==> config.mk <==
export PLATFORM = sky130hd
export DESIGN_NAME = qlf_k4n8_cfg_slice_flat
export DESIGN_NICKNAME = d
export VERILOG_FILES = /design/src/rtl/qlf_k4n8_cfg_slice_if.sv /design/src/rtl/qlf_k4n8_cfg_slice.sv /design/src/flat_wrapper.sv
export SDC_FILE = /design/constraint.sdc
export NUM_CORES = 1
export LEC_CHECK = 0
export CORE_AREA = 3 3 124 126
export CTS_CLUSTER_DIAMETER = 100
export DETAILED_ROUTE_END_ITERATION = 7
export DIE_AREA = 0 0 127 129
export PLACE_DENSITY = 0.75
export SETUP_SLACK_MARGIN = 0.5
export SLEW_MARGIN = 20
export SYNTH_ARGS = -nofsm -noshare
export SYNTH_HDL_FRONTEND = slang
export SYNTH_SLANG_ARGS = --single-unit
==> constraint.sdc <==
create_clock -name C -period 1.48 [get_ports C]
set_clock_uncertainty 0.05 [all_clocks]
set_input_delay 0.222 -clock C [delete_from_list [all_inputs] [get_ports C]]
set_output_delay 0.222 -clock C [all_outputs]
set_load 0.02 [all_outputs]
==> src/rtl/qlf_k4n8_cfg_slice_if.sv <==
// Slice pin bundle: serial config chain, status, and the LUT/carry datapath pins.
// Latency: none; wires only.
// Backpressure: none; the config chain shifts one bit per enabled cycle unconditionally.
interface qlf_k4n8_cfg_slice_if #(
  parameter int NUM_BLE = 8
);
  logic                   cfg_en;
  logic                   cfg_din;
  logic                   cfg_dout;
  logic                   cfg_done;
  logic                   cfg_err;
  logic                   ce;
  logic [4*NUM_BLE-1:0]   in;
  logic                   cin;
  logic [NUM_BLE-1:0]     out;
  logic                   cout;

  // Stimulus / upstream side.
  modport master (
    output cfg_en, cfg_din, ce, in, cin,
    input  cfg_dout, cfg_done, cfg_err, out, cout
  );

  // Slice side.
  modport slave (
    input  cfg_en, cfg_din, ce, in, cin,
    output cfg_dout, cfg_done, cfg_err, out, cout
  );
endinterface

==> src/rtl/qlf_k4n8_cfg_slice.sv <==
// k4n8 logic slice: NUM_BLE LUT4/adder BLEs programmed via a serial config chain.
// Latency: LUT/carry combinational; registered outputs one cycle after capture; done one cycle after load ends.
// Backpressure: none; one config bit shifts per cfg_en cycle. Optional macro QLF_SLICE_CARRY_EN enables the carry chain.
module qlf_k4n8_cfg_slice #(
  parameter int NUM_BLE = 8
) (
  input  logic                   C,
  input  logic                   RN,
  qlf_k4n8_cfg_slice_if.slave    bus
);
  localparam int CFG_BITS = 18;
  localparam int CFG_W    = NUM_BLE * CFG_BITS;
  localparam int CNT_W    = $clog2(CFG_W + 2);
  localparam logic [CNT_W-1:0] CNT_ONE  = CNT_W'(1);
  localparam logic [CNT_W-1:0] CNT_FULL = CNT_W'(CFG_W);
  localparam logic [CNT_W-1:0] CNT_SAT  = CNT_W'(CFG_W + 1);

  typedef enum logic [1:0] {UNCFG, LOAD, RUN} state_e;

  state_e             state_q, state_d;
  logic [CFG_W-1:0]   cfg_q, cfg_d;
  logic [CNT_W-1:0]   cnt_q, cnt_d;
  logic               err_q, err_d;
  logic [NUM_BLE-1:0] ff_q, ff_d;

  logic [NUM_BLE-1:0] lut;
  logic [NUM_BLE-1:0] byp;
  logic               cout_raw;
  logic [15:0]        tbl;
  logic [3:0]         li;
`ifdef QLF_SLICE_CARRY_EN
  logic               carry;
`else
  // cin has no function without the carry chain.
  logic               unused_cin;
  assign unused_cin = bus.cin;
`endif

  // LUT evaluation and ripple carry, walked from BLE0 upward.
  always_comb begin
    lut      = '0;
    byp      = '0;
    cout_raw = 1'b0;
    tbl      = '0;
    li       = '0;
`ifdef QLF_SLICE_CARRY_EN
    carry    = bus.cin;
`endif
    for (int i = 0; i < NUM_BLE; i++) begin
      tbl    = cfg_q[CFG_BITS*i +: 16];
      byp[i] = cfg_q[CFG_BITS*i + 17];
      li     = bus.in[4*i +: 4];
`ifdef QLF_SLICE_CARRY_EN
      if (cfg_q[CFG_BITS*i + 16]) li[2] = carry;
`endif
      lut[i] = tbl[li];
`ifdef QLF_SLICE_CARRY_EN
      // Upper LUT quarters double as propagate (8..11) and generate (12..15).
      carry  = tbl[{2'b10, li[1:0]}] ? carry : tbl[{2'b11, li[1:0]}];
`endif
    end
`ifdef QLF_SLICE_CARRY_EN
    cout_raw = carry;
`endif
  end

  // Load/run sequencing, config shift, bit count and output flop capture.
  always_comb begin
    state_d = state_q;
    cfg_d   = cfg_q;
    cnt_d   = cnt_q;
    err_d   = err_q;
    ff_d    = ff_q;
    case (state_q)
      LOAD: begin
        if (bus.cfg_en) begin
          cfg_d = {cfg_q[CFG_W-2:0], bus.cfg_din};
          cnt_d = (cnt_q == CNT_SAT) ? CNT_SAT : cnt_q + CNT_ONE;
        end else if (cnt_q == CNT_FULL) begin
          state_d = RUN;
        end else begin
          state_d = UNCFG;
          err_d   = 1'b1;
        end
      end
      default: begin
        // UNCFG and RUN: a new load starts with its first shift this cycle.
        if (bus.cfg_en) begin
          state_d = LOAD;
          cfg_d   = {cfg_q[CFG_W-2:0], bus.cfg_din};
          cnt_d   = CNT_ONE;
          err_d   = 1'b0;
          ff_d    = '0;
        end else if (state_q == RUN && bus.ce) begin
          ff_d = lut;
        end
      end
    endcase
  end

  // State and config registers; reset discards any partial load.
  always_ff @(posedge C or negedge RN) begin
    if (!RN) begin
      state_q <= UNCFG;
      cfg_q   <= '0;
      cnt_q   <= '0;
      err_q   <= 1'b0;
      ff_q    <= '0;
    end else begin
      state_q <= state_d;
      cfg_q   <= cfg_d;
      cnt_q   <= cnt_d;
      err_q   <= err_d;
      ff_q    <= ff_d;
    end
  end

  // Datapath outputs are only visible while running.
  assign bus.out      = (state_q == RUN) ? ((byp & lut) | (~byp & ff_q)) : '0;
  assign bus.cout     = (state_q == RUN) & cout_raw;
  assign bus.cfg_dout = cfg_q[CFG_W-1];
  assign bus.cfg_done = (state_q == RUN);
  assign bus.cfg_err  = err_q;
endmodule
==> src/flat_wrapper.sv <==
// flat-port wrapper written by rule: the top's interface ports become plain ports
module qlf_k4n8_cfg_slice_flat 
#(
  parameter int NUM_BLE = 8
)
  (C, RN, bus_cfg_en, bus_cfg_din, bus_ce, bus_in, bus_cin, bus_cfg_dout, bus_cfg_done, bus_cfg_err, bus_out, bus_cout);
  qlf_k4n8_cfg_slice_if #(.NUM_BLE(NUM_BLE)) bus_i ();
  input  logic C;
  input  logic RN;
  input wire logic [$bits(bus_i.cfg_en)-1:0] bus_cfg_en;
  input wire logic [$bits(bus_i.cfg_din)-1:0] bus_cfg_din;
  input wire logic [$bits(bus_i.ce)-1:0] bus_ce;
  input wire logic [$bits(bus_i.in)-1:0] bus_in;
  input wire logic [$bits(bus_i.cin)-1:0] bus_cin;
  output wire logic [$bits(bus_i.cfg_dout)-1:0] bus_cfg_dout;
  output wire logic [$bits(bus_i.cfg_done)-1:0] bus_cfg_done;
  output wire logic [$bits(bus_i.cfg_err)-1:0] bus_cfg_err;
  output wire logic [$bits(bus_i.out)-1:0] bus_out;
  output wire logic [$bits(bus_i.cout)-1:0] bus_cout;
  assign bus_i.cfg_en = bus_cfg_en;
  assign bus_i.cfg_din = bus_cfg_din;
  assign bus_i.ce = bus_ce;
  assign bus_i.in = bus_in;
  assign bus_i.cin = bus_cin;
  assign bus_cfg_dout = bus_i.cfg_dout;
  assign bus_cfg_done = bus_i.cfg_done;
  assign bus_cfg_err = bus_i.cfg_err;
  assign bus_out = bus_i.out;
  assign bus_cout = bus_i.cout;
  qlf_k4n8_cfg_slice #(.NUM_BLE(NUM_BLE)) u_core (.C(C), .RN(RN), .bus(bus_i));
endmodule
# == Word level (Yosys, flattened, before mapping) ==
# Cells that the tools add are included.
# classes
n_reduce_logical,6
mux,31
n_eq_ne,6
addsub,1
bitwise_logic,5
magnitude_cmp,8
# ops
operator,count
$mux W8,7
$lt A4 B5 Y1 const B,8
$bmux W1 S4,8
$and A8 B8 Y8,2
$eq A8 B8 Y1 const B,2
$mux W1,12
$add A8 B1 Y8 const B,1
$mux W2,4
$not A8 Y8,1
$or A8 B8 Y8,1
$ne A2 B2 Y1 const B,2
$reduce_and A2 Y1,2
$reduce_bool A2 Y1,2
$reduce_and A3 Y1,1
$eq A2 B1 Y1 const B,1
$eq A2 B2 Y1 const B,1
$logic_and A1 B1 Y1,1
$not A1 Y1,1
# totals
output_inout_bits,12
reg_bits,163
input_bits,38

# == Longest topological paths before layout ==
# Gate-level depths: netlist of the first run.
# depth
ltp_word,5
mapped_depth,7
depth_no_buf,6

# == Least setup slack after synthesis of the first run ==
# Ideal clock, no wire load.
# synth_timing
path_kind,input -> output
startpoint,in bus_in[0]
endpoint,out bus_out[0]
slack_ns,-0.068
arrival_time_ns,1.276
required_time_ns,1.208
cell_stages,5
cell_sequence,buf_6 > mux4_1 > nor2_1 > o22ai_1 > o21a_1
# synth_between
elab_chain_len,5
# synth_lines
item,line,text
"start, declared",flat_wrapper.sv:13,input wire logic [$bits(bus_i.in)-1:0] bus_in;
$bmux W1 S4,qlf_k4n8_cfg_slice.sv:56,lut[i] = tbl[li];
$mux W1 (implied by the code),qlf_k4n8_cfg_slice.sv:56,
$and A8 B8 Y8,qlf_k4n8_cfg_slice.sv:119,assign bus.out = (state_q == RUN) ? ((byp & lut) | (~byp & ff_q)) : '0;
$or A8 B8 Y8,qlf_k4n8_cfg_slice.sv:119,
$mux W8,qlf_k4n8_cfg_slice.sv:119,
"end, declared",flat_wrapper.sv:18,output wire logic [$bits(bus_i.out)-1:0] bus_out;
# No other way between the ends. The select of a mux whose other input is x is not followed.

# == Final worst setup path of the first run ==
# layout_timing
startpoint,reg u_core.cfg_q[54]
endpoint,out bus_out[3]
# layout_between
elab_chain_len,5
# layout_lines
item,line,text
"start, declared",qlf_k4n8_cfg_slice.sv:21,"logic [CFG_W-1:0] cfg_q, cfg_d;"
"start signal, assigned",qlf_k4n8_cfg_slice.sv:111,cfg_q <= cfg_d;
$bmux W1 S4,qlf_k4n8_cfg_slice.sv:56,
$mux W1 (implied by the code),qlf_k4n8_cfg_slice.sv:56,
$and A8 B8 Y8,qlf_k4n8_cfg_slice.sv:119,
$or A8 B8 Y8,qlf_k4n8_cfg_slice.sv:119,
$mux W8,qlf_k4n8_cfg_slice.sv:119,
# No other way between the ends. The select of a mux whose other input is x is not followed.

==> results.toml, run 1 <==
[setup_path]
end_kind = "output pin"
regToRegEndpoint = "u_core.ff_q[2]"
max_stage_delay_ns = 0.47
critPathKind = "reg2out"
crit_slowest_cell = "mux4_2"
worst-endpoint-required_ns = 1.21
arrival_ns = 1.90
path_cells = "mux4_2, nor2_2, o22ai_2, o21a_2, buf_6"
worstPathMaxFanout = 2
crit_path_start_kind = "flip-flop"
path_delay_family = "multiplexers"
regToRegStartpoint = "u_core.cfg_q[48]"
path_buf_inv = 1
ff2ff_path_depth = 6
regToRegSetupSlack_ns = -0.22

[die]
die_width_microns = 127
die_h_microns = 129
rows = 44
core_area_sq_um = 14400
start_util_pct = 52.6
die_area_sq_um = 16400
ios = 50

[drt]
routed_wl_microns = 16900
drt-pass1-iter-count = 4
ant_nets = 0
vias = 5233
post_drt_wl_per_cell_microns = 17.3
avgViaCountPerCell = 5.36
drtIter0Drc = 274
drc_errors = 0

[synth]
synth_top_family_by_area = "multiplexers"
ys_seq_area_share_pct = 53.7
synthArstFlopShare_pct = 100
synthMuxAreaShare_pct = 30.6
synth-xor-area-share_pct = 0.462
yosysMostFrequentCell = "mux2_2"
yosys_most_used_dff = "dfrtp_1"
synthDistinctLibCells = 35
synthTopCellsByCount = "mux2_2, dfrtp_1, nor2_1"
synth_nets = 595
synth-compound-area-share_pct = 5.95
yosys_register_bits = 163
synth-simple-area-share_pct = 4.81
ys.warnings.count = 0
synth_edf_count = 0
synth_fa_ha_area_share_pct = 0.659
syn_area_sq_um = 7590
synth_largest_area_cell = "dfrtp_1"
avgSynthCellArea_sq_um = 13.7
synth_area_leaders = "dfrtp_1, mux2_2, mux4_1, nor2_1, o221ai_1"
synth.top_cell.area_share_pct = 53.7
synth_cells = 553

[clock_network]
root_buffer = "clkbuf_16"
clock_latency_ns = 0.42
cts_buffer_depth = 2
clock-sinks = 163
cts_tree = "built"
clkTransAtPathRegs_ns = 0.06
numCtsBuffers = 17
htreeDepth = 4

[placed_design]
gp_congestion = 0.888
placedCellCount = 919
hpwlAfterDp_microns = 10900
io_buffers = 47
place_ws_ns = -1.22

[timing]
fmax_ghz = 0.461
post-route-min-period_ns = 2.17
grt_setup_unrepaired = "true"
worst_slack_ns = -0.688
period_share_pct = 146
finalSetupViolCount = 16
hold_violations = 0
slew_violations = 0

[power]
p_leak_nw = 5.36
peakVddDrop_uv = 1230
powerDensity_nw_per_um2 = 1340
p_total_mw = 14.5

[min_path]
hp-class = "in2async"

[global_routing]
grt_max_degree = 65
grt_usage_pct = 21.8
grt-ovfl-total = 0
antenna_found_initial = 0
grt_first_pass_wirelength_microns = 28500
grt_pass1_vias = 5898

[status]
outcome = "complete, but fails checks"
violations = "negative setup slack"

[finish]
instances_no_fill = 976
diodes = 0
fin_nets = 821
area_growth_pct = 43.0
drive_above_1_share_pct = 60.5

[flow_run]
maxCapViolCount = 0
==> power breakdown <==
group | switching, mW | internal, mW
sequential | 0.565 | 5.25
clock | 1.82 | 2.86
combinational | 1.45 | 2.57
total | 3.84 | 10.7
==> flip-flops by register name, summed over array words and instances, names as in the netlist <==
register,cells
u_core.ff_q,8
u_core.state_q,2
u_core.bus.cfg_err,1
u_core.cfg_q,144
u_core.cnt_q,8
==> routing by layer <==
layer / vias to the layer above / GRT usage, % / wire (microns)
met1: 2676 / 27.3 / 7330
met3: 26 / 4.90 / 467
met2: 75 / 37.8 / 8780
met4: 0 / 7.07 / 301
li1: 2456 / - / -
met5: - / 0 / 0
==> how the worst max path moves through the flow <==
stage	start	endpoint	slack, ns	cells past startpoint
finish	u_core.cfg_q[54]	bus_out[3]	-0.69	5
global route	u_core.cfg_q[54]	bus_out[3]	-0.74	5
CTS	u_core.cfg_q[59]	bus_out[3]	-0.68	5
detailed placement	bus_in[0]	bus_out[0]	-1.22	7
global placement	bus_in[12]	bus_out[3]	-1.17	7
floorplan	u_core.cfg_q[13]	bus_out[0]	-0.05	4
==> kinds of logic (layout without fill, tap and decap cells) <==
| family | Yosys count | in the layout |
|---|---|---|
| fa+ha+maj | 4 | 4 |
| buf+inv | 52 | 290 |
| other cells | 1 | 1 |
| mux | 185 | 185 |
| flops | 163 | 163 |
| simple gates | 81 | 82 |
| compound gates | 63 | 63 |
| xor+xnor | 4 | 4 |
==> placed cells by master, fill, tap and decap left out, types with 2 or more instances in the layout <==
cell type / n
nand2_1: 18
clkdlybuf4s50_1: 26
dfrtp_2: 3
o21ai_0: 8
nor2_1: 23
o21ai_1: 3
dfrtp_1: 160
clkinvlp_4: 5
inv_1: 20
a21oi_1: 2
nand2_4: 2
nand3_2: 4
nand2b_4: 3
clkbuf_16: 17
ha_1: 2
o221ai_2: 3
nand4_1: 3
clkinv_4: 2
or2b_1: 5
a22o_1: 8
buf_4: 147
nand2b_1: 3
xor2_1: 2
nor2_2: 13
mux2_2: 101
dlygate4sd2_1: 8
bufinv_16: 4
buf_12: 6
mux2_4: 67
o22ai_2: 9
buf_6: 47
mux4_2: 16
nor2_4: 3
o21a_2: 8
clkinv_2: 4
o221ai_1: 13
==> per-stage QoR <==
stage	utilization (%)	setup TNS, ns	hold WS [ns]	area [sq um]
after floorplan	-	-0.400	-0.124	7960
after global placement	66.7	-13.59	0.118	9620
after detailed placement	66.7	-14.52	0.126	9620
after CTS	73.6	-6.18	0.248	10600
after global routing	75.2	-7.17	0.249	10900
final	75.2	-6.29	0.233	10900
==> what timing repair did <==
| item | in CTS | in global routing |
|---|---|---|
| pin swaps | 39 | 7 |
| cloned | 1 | 0 |
| hold buffers | 1 | 0 |
| setup buffers | 15 | 8 |
| hold endpoints to repair | 32 | 0 |
| endpoints found under the setup margin | 30 | 64 |
| gates resized for setup | 133 | 44 |
==> final cells by class <==
cell class	count	area [sq um]
Sequential cell	163	4080
Multi-Input combinational cell	339	3720
Fill cell	900	3570
Timing Repair Buffer	236	2110
Clock buffer	18	439
Tap cell	184	230
Clock inverter	14	186
Inverter	22	90.1
Power figures use the tool's default switching activity.
==> run 2: changes to the inputs <==
--- a/config.mk
+++ b/config.mk
@@ -5,11 +5,13 @@
 export SDC_FILE = /design/constraint.sdc
 export NUM_CORES = 1
 export LEC_CHECK = 0
-export CORE_AREA = 3 3 124 126
+export CELL_PAD_IN_SITES_DETAIL_PLACEMENT = 2
+export CELL_PAD_IN_SITES_GLOBAL_PLACEMENT = 2
+export CORE_AREA = 3 3 146 148
 export CTS_CLUSTER_DIAMETER = 100
 export DETAILED_ROUTE_END_ITERATION = 7
-export DIE_AREA = 0 0 127 129
-export PLACE_DENSITY = 0.75
+export DIE_AREA = 0 0 149 151
+export PLACE_DENSITY_LB_ADDON = 0.1
 export SETUP_SLACK_MARGIN = 0.5
 export SLEW_MARGIN = 20
 export SYNTH_ARGS = -nofsm -noshare
==> constraint.sdc (replaced) <==
create_clock -name C -period 1.48 [get_ports C]
set_clock_uncertainty 0.05 [all_clocks]
set_input_delay 0.222 -clock C [delete_from_list [all_inputs] [get_ports C]]
set_output_delay 0.222 -clock C [all_outputs]
set_load 0.005 [all_outputs]
==> results.toml, run 2 (synthesis gave the netlist of run 1 again) <==
[finish]
largest-register = "u_core.cfg_q"
reg_top3 = "u_core.cfg_q: 144 flops, u_core.cnt_q: 8 flops, u_core.ff_q: 8 flops"
diodes = 0
final_core_util_pct = 55.7
fin_nets = 832
area_growth_pct = 48.1
final_cell_mix = "dfrtp_1, buf_4, mux2_2"
fill_cells = 1868
largest_reg_flops = 144
drive_above_1_share_pct = 59.7
final_common_cell = "dfrtp_1"

[power]
peakVddDrop_uv = 950
powerDensity_nw_per_um2 = 1320
p_leak_nw = 5.51

[timing]
grt_setup_unrepaired = "true"
worst_slack_ns = -0.683
setup_tns_ns = -7.63
whs_ns = 0.194
period_share_pct = 146
slew_violations = 0
finalSetupViolCount = 26
fmax_ghz = 0.462
post-route-min-period_ns = 2.16
hold_violations = 0

[global_routing]
grt_usage_pct = 20.4
grt_pass1_vias = 6361
grt-ovfl-total = 0
grt_max_degree = 36
grt_first_pass_wirelength_microns = 35600
antenna_found_initial = 0

[drt]
post_drt_wl_per_cell_microns = 22.2
drc_errors = 0
routed_wl_microns = 23800
ant_nets = 0
drtIter0Drc = 168
drt-pass1-iter-count = 4
avgViaCountPerCell = 5.07
vias = 5433

[clock_network]
clock-sinks = 163
numCtsBuffers = 17
root_buffer = "clkbuf_16"
cts_buffer_depth = 2
cts_tree = "built"
clock_latency_ns = 0.43
clkTransAtPathRegs_ns = 0.06
htreeDepth = 4

[die]
rows = 52
die_area_sq_um = 22500
core_area_sq_um = 20200
start_util_pct = 37.6
ios = 50
die_h_microns = 151
die_width_microns = 149

[min_path]
hp-class = "in2reg"

[placed_design]
gp_congestion = 0.795
hpwlAfterDp_microns = 13800
io_buffers = 47

[setup_path]
path_cells = "mux4_2, nor2_4, o22ai_2, o21a_1, buf_2"
crit_slowest_cell = "mux4_2"
crit_path_start_kind = "flip-flop"
worstPathMaxFanout = 2
end_kind = "output pin"
worst-endpoint-required_ns = 1.21
max_stage_delay_ns = 0.50
arrival_ns = 1.89
path_buf_inv = 1
path_delay_family = "multiplexers"
critPathKind = "reg2out"

[status]
outcome = "complete, but fails checks"
violations = "negative setup slack"

[flow_run]
maxCapViolCount = 0
[run 2: changes by cell type in the layout (fill, tap and decap cells not counted), moves of 5 or more]
| cell | delta |
|---|---|
| buf_16 | +5 |
| buf_2 | +9 |
| buf_4 | -35 |
| buf_6 | +31 |
| mux2_2 | -10 |
| mux2_4 | +10 |
| o21a_1 | +8 |
| o21a_2 | -8 |
[run 2: layout make-up]
type / instances / area (sq um) / share of cell area [%]
well taps: 270 / 338 / 3.01
inverters: 22 / 87.6 / 0.779
multi-input cells: 338 / 3740 / 33.3
clock buffers: 22 / 484 / 4.31
clock inverters: 8 / 76.3 / 0.679
repair buffers: 248 / 2430 / 21.6
flip-flops and latches: 163 / 4080 / 36.3
[run 2: final timing paths]
check / from / endpoint / slack, ns / cells past startpoint
max reg2reg: u_core.cfg_q[37] / u_core.ff_q[2] / -0.31 / 6
min in group asynchronous: RN / u_core.cfg_q[79] / 0.22 / 2
max in group asynchronous: RN / u_core.cfg_q[81] / 0.58 / 3
max: u_core.cfg_q[37] / bus_out[2] / -0.68 / 5
min: bus_cfg_en / u_core.ff_q[1] / 0.19 / 3
min reg2reg: u_core.cfg_q[70] / u_core.cfg_q[71] / 0.45 / 2
[run 2: metal layers]
metal | GRT usage (%) | share of wire [%] | routed length, microns | up-vias
li1 | - | - | - | 2470
met1 | 24.6 | 42 | 9920 | 2896
met2 | 38.5 | 56 | 13200 | 51
met3 | 3.05 | 1.6 | 391 | 16
met4 | 4.67 | 0.94 | 223 | 0
met5 | 0 | 0 | 0 | -
[run 2: timing repair]
item,4_1_cts,5_1_grt
setup endpoints to repair,104,104
gates resized for setup,160,57
pin swaps,41,7
setup buffers,26,10
cloned,3,1
endpoints found under the hold margin,33,0
hold buffers,1,0
[run 2: worst min-delay path: stages]
cell and delay, ns:
buf_6 0.09, a21oi_4 0.12, a22o_1 0.19
[run 2: stage by stage]
stage	instances	power (mW)	instance area, sq um	setup slack [ns]
after floorplan	553	7.53	7930	0.0118
after global placement	1000	9.05	9680	-1.08
after detailed placement	1000	9.33	9680	-1.16
after CTS	1060	14.4	10900	-0.708
after global routing	1071	15.6	11200	-0.747
final	1071	14.9	11200	-0.683
[run 2: report_power, final]
group | total, mW | leakage [nW] | internal [mW] | switching [mW]
clock | 4.32 | 0.270 | 2.47 | 1.85
combinational | 4.65 | 3.03 | 2.88 | 1.77
sequential | 5.89 | 2.21 | 5.25 | 0.647
